`config.mk`:
```
export PLATFORM = sky130hd
export DESIGN_NAME = calc_key_sequencer
export DESIGN_NICKNAME = d
export VERILOG_FILES = /design/src/rtl/calc_key_sequencer.sv
export SDC_FILE = /design/constraint.sdc
export NUM_CORES = 1
export LEC_CHECK = 0
export BUFFER_PORTS_ARGS = -buffer_cell sky130_fd_sc_hd__buf_2
export CAP_MARGIN = 20
export CORE_UTILIZATION = 40
export CTS_CLUSTER_DIAMETER = 150
export DETAILED_ROUTE_END_ITERATION = 12
export SYNTH_ARGS = -nofsm -noshare
export SYNTH_HDL_FRONTEND = slang
export SYNTH_SLANG_ARGS = --single-unit
```
`constraint.sdc`:
```
create_clock -name clk -period 5.5 [get_ports clk]
set_clock_uncertainty 0.15 [all_clocks]
set_input_delay 0.55 -clock clk [delete_from_list [all_inputs] [get_ports clk]]
set_output_delay 0.55 -clock clk [all_outputs]
set_load 0.05 [all_outputs]
```
`src/rtl/calc_key_sequencer.sv`:
```
// Calculator key sequencer: debounces keypad codes, owns the calculator state
// register and issues registered one-cycle control pulses to the datapath.
module calc_key_sequencer #(
  parameter int DIGITS   = 4,
  parameter int DEBOUNCE = 2
) (
  input  logic       clk,
  input  logic       rst,
  input  logic       key_valid,
  input  logic [3:0] key_code,
  output logic [7:0] cont,
  output logic       clr,
  output logic       err,
  output logic [1:0] state,
  output logic [3:0] digit_cnt
);

  typedef enum logic [1:0] {
    RDY1 = 2'b00,
    OP   = 2'b01,
    RDY2 = 2'b11,
    RES  = 2'b10
  } state_t;

  localparam logic [3:0] DMAX = 4'(DIGITS);
  localparam logic [7:0] DB   = 8'(DEBOUNCE);

  localparam logic [3:0] K_CLR = 4'hA;
  localparam logic [3:0] K_SUB = 4'hB;
  localparam logic [3:0] K_ADD = 4'hC;
  localparam logic [3:0] K_EQ  = 4'hD;
  localparam logic [3:0] K_RCL = 4'hE;
  localparam logic [3:0] K_STO = 4'hF;

  localparam logic [7:0] C_SUB  = 8'h80;
  localparam logic [7:0] C_LDA  = 8'h40;
  localparam logic [7:0] C_LDB  = 8'h20;
  localparam logic [7:0] C_LOP  = 8'h10;
  localparam logic [7:0] C_GETA = 8'h08;
  localparam logic [7:0] C_GETB = 8'h04;
  localparam logic [7:0] C_SETM = 8'h02;
  localparam logic [7:0] C_EXEC = 8'h01;

  state_t     state_q;
  logic [3:0] cnt_q;
  logic [7:0] cont_q;
  logic       clr_q, err_q;
  logic [7:0] db_cnt_q, db_cnt_d;
  logic [3:0] prev_code_q;
  logic       armed_q, armed_d;
  logic       accept;
  logic       is_digit;
  logic       room;

  assign is_digit = (key_code <= 4'd9);
  assign room     = (cnt_q < DMAX);

  // The count only grows while the same code stays held; it saturates so a
  // long hold never wraps back onto the acceptance value.
  always_comb begin
    db_cnt_d = '0;
    armed_d  = armed_q;
    accept   = 1'b0;
    if (!key_valid) begin
      db_cnt_d = '0;
      armed_d  = 1'b1;
    end else begin
      if (db_cnt_q != '0 && key_code == prev_code_q)
        db_cnt_d = (db_cnt_q >= DB) ? DB : db_cnt_q + 8'd1;
      else
        db_cnt_d = 8'd1;
      if (armed_q && db_cnt_d == DB) begin
        accept  = 1'b1;
        armed_d = 1'b0;
      end
    end
  end

  always_ff @(posedge clk) begin
    if (rst) begin
      state_q     <= RDY1;
      cnt_q       <= '0;
      cont_q      <= '0;
      clr_q       <= 1'b0;
      err_q       <= 1'b0;
      db_cnt_q    <= '0;
      prev_code_q <= '0;
      armed_q     <= 1'b0;
    end else begin
      db_cnt_q    <= db_cnt_d;
      armed_q     <= armed_d;
      prev_code_q <= key_code;
      cont_q      <= '0;
      clr_q       <= 1'b0;
      err_q       <= 1'b0;
      if (accept) begin
        if (key_code == K_CLR) begin
          clr_q   <= 1'b1;
          state_q <= RDY1;
          cnt_q   <= '0;
        end else begin
          unique case (state_q)
            RDY1: begin
              if (is_digit) begin
                if (room) begin
                  cont_q <= C_LDA;
                  cnt_q  <= cnt_q + 4'd1;
                end else begin
                  err_q  <= 1'b1;
                end
              end else begin
                case (key_code)
                  K_RCL: begin cont_q <= C_GETA; cnt_q <= DMAX; end
                  K_STO: cont_q <= C_SETM;
                  K_SUB: begin cont_q <= C_LOP | C_SUB; state_q <= OP; end
                  K_ADD: begin cont_q <= C_LOP; state_q <= OP; end
                  default: ;
                endcase
              end
            end
            OP: begin
              if (is_digit) begin
                cont_q  <= C_LDB;
                cnt_q   <= 4'd1;
                state_q <= RDY2;
              end else begin
                case (key_code)
                  K_RCL: begin cont_q <= C_GETB; cnt_q <= DMAX; state_q <= RDY2; end
                  K_SUB: cont_q <= C_LOP | C_SUB;
                  K_ADD: cont_q <= C_LOP;
                  K_STO: cont_q <= C_SETM;
                  default: ;
                endcase
              end
            end
            RDY2: begin
              if (is_digit) begin
                if (room) begin
                  cont_q <= C_LDB;
                  cnt_q  <= cnt_q + 4'd1;
                end else begin
                  err_q  <= 1'b1;
                end
              end else begin
                case (key_code)
                  K_RCL: begin cont_q <= C_GETB; cnt_q <= DMAX; end
                  K_EQ:  begin cont_q <= C_EXEC; cnt_q <= '0; state_q <= RES; end
                  default: ;
                endcase
              end
            end
            RES: begin
              // A new operand after a result starts a fresh calculation.
              if (is_digit) begin
                clr_q   <= 1'b1;
                cont_q  <= C_LDA;
                cnt_q   <= 4'd1;
                state_q <= RDY1;
              end else begin
                case (key_code)
                  K_RCL: begin
                    clr_q   <= 1'b1;
                    cont_q  <= C_GETA;
                    cnt_q   <= DMAX;
                    state_q <= RDY1;
                  end
                  K_SUB: begin cont_q <= C_LOP | C_SUB; state_q <= OP; end
                  K_ADD: begin cont_q <= C_LOP; state_q <= OP; end
                  K_STO: cont_q <= C_SETM;
                  default: ;
                endcase
              end
            end
            default: state_q <= RDY1;
          endcase
        end
      end
    end
  end

  assign cont      = cont_q;
  assign clr       = clr_q;
  assign err       = err_q;
  assign state     = state_q;
  assign digit_cnt = cnt_q;

endmodule
```
==> Word level (Yosys, flattened, before mapping) <==
Index checks and enable logic that the tools add are counted.
Widths: inputs -> output; s select.
{ "totals": {"mem_bits_ro": 0, "mem_count": 0, "elab_cells": 89, "latchBits": 0, "mem_bits_rw": 0, "out_inout_bits": 16, "reg_bits": 29} }
{ "op_classes": {"reduce_logical": 13, "n_div": 0, "mux": 40, "n_eq_ne": 19, "n_mul": 0, "magnitude_cmp": 3, "n_addsub": 2, "shifts": 0, "bitwise": 4} }
{ "ops": {"columns": ["op", "count"], "rows": [
  ["$pmux 8 s4", 3],
  ["$mux 8", 7],
  ["$eq 4x4->1 const B", 6],
  ["$mux 4", 6],
  ["$mux 2", 8],
  ["$ne 3x3->1 const B", 4],
  ["$pmux 4 s3", 1],
  ["$ne 5x5->1 const B", 2],
  ["$reduce_or 2->1", 5],
  ["$mux 1", 9],
  ["$add 8x1->8 const B", 1],
  ["$eq 8x2->1 const B", 1],
  ["$ge 8x2->1 const B", 1],
  ["$pmux 2 s4", 1],
  ["$pmux 4 s2", 1],
  ["$reduce_bool 8->1", 1],
  ["$mux 7", 1],
  ["$reduce_and 7->1", 1],
  ["$mux 6", 1],
  ["$pmux 3 s2", 1],
  ["$reduce_or 5->1", 1],
  ["$add 4x1->4 const B", 1],
  ["$eq 2x2->1 const B", 2],
  ["$eq 4x4->1", 1],
  ["other kinds (11)", 15]
]} }

==> Longest topological paths before layout <==
Gate-level depths: netlist of run 1.
{ "depth": {"depth_word": 10, "ltp_mapped": 8} }

==> Worst setup path before layout of run 1 <==
OpenSTA, ideal clock, no wires.
{ "synth_path": {"kind": "flip-flop to flip-flop", "start": "reg state_q[1], in the netlist state[1]", "end": "reg state_q[1], in the netlist state[1]", "setup_slack_ns": 3.363, "n_path_buf": 1, "t_arrival_ns": 1.915, "path_stages_with_launch": 7, "path_cell_list": "dfxtp_1 > ha_1 > buf_1 > a21oi_1 > a221oi_1 > a211o_1 > mux2i_1"} }
{ "synth_via": {"elab_chain_len": 3} }
{ "synth_rtl": {"columns": ["element", "line", "source"], "rows": [
  ["from (decl)", "44", "state_t state_q;"],
  ["from (signal assigned)", "81", "state_q <= RDY1;"],
  ["from (signal assigned)", "99", "state_q <= RDY1;"],
  ["from (signal assigned)", "115", "K_SUB: begin cont_q <= C_LOP | C_SUB; state_q <= OP; end"],
  ["$eq 2x2->1 (tied with other cells)", "102", "unique case (state_q)"],
  ["$ne 5x5->1 (no line) (tied with other cells)", null, null],
  ["$reduce_and 7->1 (no line) / $mux 2 (equally long branches)", null, null]
]} }
Parallel ways exist; a longest one is shown, timed or not.
A chain may end at the register's enable or synchronous reset.

==> Final worst setup path of run 1 <==
{ "layout_path": {"start": "reg db_cnt_q[1]", "end": "reg cont_q[7], in the netlist cont[7]"} }
{ "layout_via": {"elab_chain_len": 10} }
{ "layout_rtl": {"columns": ["element", "line", "source"], "rows": [
  ["from (decl)", "48", "logic [7:0] db_cnt_q, db_cnt_d;"],
  ["from (signal assigned)", "90", "db_cnt_q <= db_cnt_d;"],
  ["$add 8x1->8 (tied with other cells)", "69", "db_cnt_d = (db_cnt_q >= DB) ? DB : db_cnt_q + 8'd1;"],
  ["$mux 8 / $logic_and 1x1->1 (equally long branches)", "69, 68", null],
  ["$mux 8 *", "68", "if (db_cnt_q != '0 && key_code == prev_code_q)"],
  ["$mux 8 *", "64", "if (!key_valid) begin"],
  ["$eq 8x2->1 *", "72", "if (armed_q && db_cnt_d == DB) begin"],
  ["$logic_and 1x1->1 *", "72", null],
  ["$mux 1 *", "72", null],
  ["$mux 1 *", "64", null],
  ["$not 1->1 (no line) *", null, null],
  ["$reduce_or 3->1 (no line) *", null, null],
  ["to (signal assigned)", "129", "K_SUB: cont_q <= C_LOP | C_SUB;"],
  ["to (decl)", "46", "logic [7:0] cont_q;"]
]} }
Every way passes the cells marked *; elsewhere a longest branch is shown, timed or not. The select of a mux whose other input is x is not followed.

==> out/metrics.cfg, run 1 <==
[run_status]
status=completed

[power_and_ir_drop]
power_mw=0.421
p_sw_share_pct=24.9
p_leak_nw=0.752
power.density_nw_per_um2=241
cellInternalPower_mw=0.316
p_clk_share_pct=39.4
p_switching_mw=0.105
sequentialPowerShare_pct=51.7
peakVddDrop_v=0.000115
combPwrFrac_pct=8.9

[final_layout]
seqCellArea_um2=581
final_common_cell=dfxtp_1
postLayoutCellArea_um2=1740
multi_input_area_um2=887
layout.cells.non_filler=244
nets=212
antennaDiodeCount=0
syn_to_final_growth_pct=15.2
final_cell_mix=29 x dfxtp_1, 22 x buf_2, 14 x nor2_1, 11 x nor3_1
fillers=351
drive_gt1_share_pct=17.2

[routing]
postRouteAntennaNets=0
postRouteWirelength_um=3270
drt-initial-drc-count=146
via_per_inst=5.32
dr.pass1.iters=4
vias=1298
wl_per_cell_um=13.4
drc=0

[placement]
post-dp-hpwl_um=2380
place_area_um2=1660
dp.cells=236
place.gp.congestion=0.858
portBuffers=22

[floorplanning]
rows=21
dieHeight_um=63.5
die_w_um=63.5
initial_core_util_pct=43.7
ioPinCount=23
die-area_um2=4030
core-area_um2=3470

[synthesis]
synth_seq_area_share_pct=38.3
synth_edf_count=0
synth_area_per_cell_um2=8.70
async_flop_share_pct=0
ys_ff_latch=29
ys_warn_count=0
ys.flop_type=dfxtp_1
yosys-top-cells-area=dfxtp_1 38%, ha_1 6.6%, mux2i_1 5.3%
syn_inst=174
synth.cell_area_um2=1510
synth_cell_types=42
synth_top_area_share_pct=38.3
synth_area_leader_cell=dfxtp_1

[global_routing]
grt_pass1_vias=1189
grt_overflow=0
grt_start_max_net_pins=19
grt_usage_pct=17.8
antenna_found_initial=0
grt_first_pass_wirelength_um=5440

[min_path]
hold_start=key_valid
min_to=armed_q
hold_depth=2
min_path_type=in2reg

[timing]
slew_violations=0
rsz0062_at_grt=no
relSlewSlack_pct=46.1
worst_pin_slew_ns=0.797
fin_crit_ns=2.31
setup_viol=0
max_freq_ghz=0.434
tns_ns=0
fin_crit_sh_pct=41.9
hold_viol=0

[cts]
h-tree-depth=2
clkLatencyLatePin_ns=0.28
post_cts_buffers=0
cts.sinks=29
cts_tree=yes
clockBufferDepth=2
cts_resized=0
cts_hold_buf=0
cts_root_buf=clkbuf_8
cts_made_buffers=5
clk_pin_slew_ns=0.06

[worst_setup_path]
r2r_setup_slack_ns=3.19
cp-start-kind=flop
path_class=reg2reg
crit_arrival_ns=2.34
reg2reg_from=db_cnt_q[1]
worstPathRequired_ns=5.53
cp-end-kind=flop
rr_endpoint=cont[7]
crit_fanout=7
r2r_cells=7

[job]
maxCapViolCount=0

[Yosys cell counts (all sizes together) (2+ instances only)]
| master | number |
|---|---|
| buf | 3 |
| inv | 6 |
| xor2 | 5 |
| nand3 | 3 |
| a21oi | 9 |
| nand2 | 10 |
| and3b | 3 |
| dfxtp | 29 |
| o21a | 2 |
| ha | 8 |
| nor2 | 14 |
| nor3 | 11 |
| nor4 | 7 |
| o211ai | 2 |
| nand2b | 10 |
| clkbuf | 7 |
| o21ai | 8 |
| nor2b | 6 |
| o22ai | 3 |
| mux2i | 8 |
[layout make-up]
cell class                 count  share of cell area [%]
clock buffer                   5                    3.95
clock inverter                 3                    1.00
inverter                       6                    1.29
multi-input combinational    133                    50.9
sequential                    29                    33.3
tap                           46                    3.30
timing repair buffer          22                    6.31
[critical path: stages, from the launching register on]
cell	delay [ns]
dfxtp_1	0.41
inv_1	0.08
ha_1	0.24
nand3b_1	0.18
o22ai_1	0.24
o2111ai_2	0.16
or3_1	0.45
nor4_1	0.29
[metrics by stage]
stage,worst slack [ns],util (%),hold WS (ns)
6_report,3.19,50.3,0.343
5_1_grt,2.99,50.3,0.359
4_1_cts,3.20,50.3,0.348
3_5_place_dp,3.03,47.8,0.336
3_3_place_gp,3.08,47.8,0.334
2_1_floorplan,3.36,-,0.324
[flip-flops by register name, summed over array words and instances, names as in the netlist]
signal and count:
cont 8, db_cnt_q 8, digit_cnt 4, prev_code_q 4
state 2, armed_q 1, clr 1, err 1
[power by group through the flow]
stage / Clock [mW] / Combinational (mW) / Sequential, mW
after global routing: 0.181 / 0.0420 / 0.218
after floorplan: 0 / 0.0276 / 0.222
final: 0.166 / 0.0375 / 0.217
after CTS: 0.168 / 0.0373 / 0.217
after global placement: 0 / 0.0362 / 0.222
after detailed placement: 0 / 0.0365 / 0.222
[how the worst max path moves through the flow]
stage | start | to | slack (ns) | cells after the start
finish | db_cnt_q[1] | cont[7] | 3.19 | 7
CTS | db_cnt_q[1] | cont[7] | 3.20 | 7
global route | db_cnt_q[1] | cont[7] | 2.99 | 7
floorplan | state[1] | state[1] | 3.36 | 6
global placement | key_code[2] | cont[1] | 3.08 | 6
detailed placement | key_code[2] | cont[7] | 3.03 | 6
[routing by layer]
layer	vias up	track usage (%)	share of wire [%]
met5	-	0	0
met4	0	6.82	1.2
met3	4	5.07	7.8
met2	49	26.6	44
met1	584	24.0	47
li1	661	-	-
[cell families after synthesis]
| family | after synthesis | synth area share, % |
|---|---|---|
| buffers and inverters | 16 | 4.05 |
| AO/OA/AOI/OAI | 34 | 15.0 |
| other | 1 | 0.248 |
| adder cells (fa/ha/maj) | 8 | 6.61 |
| flip-flops | 29 | 38.3 |
| AND/OR/NAND/NOR | 72 | 26.8 |
| XOR/XNOR | 5 | 2.89 |
| multiplexers | 9 | 6.03 |
No activity file was read; power rests on OpenSTA's default activity.
==> run 2: changes to the inputs <==
==> constraint.sdc (replaced) <==
create_clock -name clk -period 2.1 [get_ports clk]
set_clock_uncertainty 0.15 [all_clocks]
set_input_delay 0.21 -clock clk [delete_from_list [all_inputs] [get_ports clk]]
set_output_delay 0.21 -clock clk [all_outputs]
set_load 0.05 [all_outputs]
==> run 2 against run 1 <==
  * Flip-flop and latch count unchanged
  * Worst hold slack worse by 0.34 ns
  * Sequential share of layout area down 2.7 points
  * Clock power grew to 2.7 times the previous value
  * Non-clock buffer count grew 17
  * Global-route usage up 0.90 points
  * Wire length up 5.8%
  * Total power rose to 2.7 times the previous value
  * Register-to-register slack worse by 3.1 ns
  * Final cell count grew 6.6%
  * Critical path type unchanged
  * Largest power group unchanged
  * Highest routed layer unchanged
==> out/metrics.cfg, run 2 (synthesized netlist as in run 1, its figures left out) <==
[placement]
dp.cells=251  ; +6.4%
portBuffers=22  ; unchanged
post-dp-hpwl_um=2480  ; +4.2%
place.gp.congestion=0.767  ; -11%

[global_routing]
grt_usage_pct=18.7  ; +0.90 points
antenna_found_initial=0  ; unchanged
grt_start_max_net_pins=17  ; -2
grt_first_pass_wirelength_um=5790  ; +6.3%
grt_pass1_vias=1250  ; +5.1%
grt_overflow=0  ; unchanged

[power_and_ir_drop]
p_switching_mw=0.270  ; +160%
peakVddDrop_v=0.000425  ; +270%
power.density_nw_per_um2=600  ; +150%
combPwrFrac_pct=10.4  ; +1.5 points
sequentialPowerShare_pct=49.8  ; -1.9 points
p_clk_share_pct=39.8  ; +0.4 points
power_mw=1.14  ; +170%
cellInternalPower_mw=0.873  ; +180%
p_leak_nw=0.842  ; +12%
p_sw_share_pct=23.6  ; -1.3 points

[worst_setup_path]
crit_arrival_ns=2.07  ; -0.27 ns
path_class=reg2reg
crit_fanout=7  ; unchanged
worstPathRequired_ns=2.13  ; -3.40 ns
cp-start-kind=flop
cp-end-kind=flop

[cts]
cts_root_buf=clkbuf_8
clockBufferDepth=2  ; unchanged
cts_made_buffers=5  ; unchanged
cts.sinks=29  ; unchanged
cts_tree=yes
clkLatencyLatePin_ns=0.28  ; about the same
clk_pin_slew_ns=0.06  ; about the same
h-tree-depth=2  ; unchanged

[floorplanning]
die_w_um=63.5  ; unchanged
die-area_um2=4030  ; unchanged
ioPinCount=23  ; unchanged
rows=21  ; unchanged
initial_core_util_pct=43.7  ; unchanged
core-area_um2=3470  ; unchanged
dieHeight_um=63.5  ; unchanged

[timing]
worst_pin_slew_ns=0.548  ; -0.249 ns
hold_viol=0  ; unchanged
fin_crit_ns=2.04  ; -0.269 ns
max_freq_ghz=0.491  ; +13%
slew_violations=0  ; unchanged
setup_viol=0  ; unchanged
relSlewSlack_pct=63.3  ; +17 points
rsz0062_at_grt=yes
fin_crit_sh_pct=97.0  ; +55 points

[run_status]
status=completed

[routing]
dr.pass1.iters=4  ; unchanged
postRouteAntennaNets=0  ; unchanged
vias=1380  ; +6.3%
drc=0  ; unchanged
wl_per_cell_um=13.3  ; -0.70%
drt-initial-drc-count=77  ; -47%
postRouteWirelength_um=3460  ; +5.8%
via_per_inst=5.31  ; -0.23%

[final_layout]
antennaDiodeCount=0  ; unchanged
final_cell_mix=27 x dfxtp_1, 22 x buf_2, 17 x buf_4, 13 x nor2_1, 11 x nor3_1
syn_to_final_growth_pct=25.9
nets=229  ; +8.0%
final_common_cell=dfxtp_1
drive_gt1_share_pct=27.1  ; +9.9 points
layout.cells.non_filler=260  ; +6.6%

[job]
maxCapViolCount=0  ; unchanged

[min_path]
min_path_type=in2reg

run 2: changes by cell type in the layout (fill, tap and decap cells not counted), sizes merged:
cell,before,now
buf,22,39
clkinv,2,0
clkbuf,5,7
clkinvlp,1,0
run 2: per-stage QoR:
step	setup TNS (ns)	hold slack (ns)	cell area (um^2)	util [%]	setup slack (ns)
global placement	0	0.298	1770	51.1	0.0256
global route	-0.00843	0.0163	1910	54.9	-0.00601
finish	0	0.00647	1910	54.9	0.0638
floorplan	0	0.152	1530	-	0.0538
detailed placement	-0.182	0.301	1770	51.1	-0.0853
CTS	0	0.00226	1870	53.9	0.00573
run 2: final cells by class:
type	instances	area [um^2]
inverter	6	22.5
multi-input combinational	133	918
tap	46	57.6
timing repair buffer	39	238
fill	329	1560
clock buffer	7	86.3
sequential	29	583
run 2: final timing paths:
check	startpoint	slack, ns	to	cells past startpoint
max reg2reg	db_cnt_q[1]	0.06	cont[1]	7
max	db_cnt_q[1]	0.06	cont[1]	7
min reg2reg	digit_cnt[3]	0.35	digit_cnt[3]	2
min	key_valid	0.006	armed_q	2
run 2: repair_timing:
action | in CTS | in global routing
setup buffers | 0 | 2
pin swaps | 0 | 1
hold buffers | 0 | 0
setup endpoints to repair | 6 | 11
resized for setup | 2 | 5
run 2: worst max-delay path, cell delays in order (launching register included):
cell	delay, ns
dfxtp_1	0.36
inv_1	0.06
ha_2	0.32
nand3b_1	0.09
o22ai_2	0.14
o2111ai_2	0.13
or3_4	0.40
nor4_1	0.28
run 2: per-layer routing:
metal / track usage (%) / wire [um] / vias up
li1: - / - / 692
met1: 25.4 / 1750 / 649
met2: 26.7 / 1480 / 33
met3: 5.43 / 165 / 6
met4: 9.09 / 61 / 0
met5: 0 / 0 / -
run 2: power by group through the flow:
stage                     Clock (mW)  Sequential (mW)  Combinational (mW)
after floorplan                    0            0.581              0.0723
after global placement             0            0.580               0.110
after detailed placement           0            0.581               0.113
after CTS                      0.464            0.569               0.114
after global routing           0.504            0.570               0.131
final                          0.455            0.569               0.119
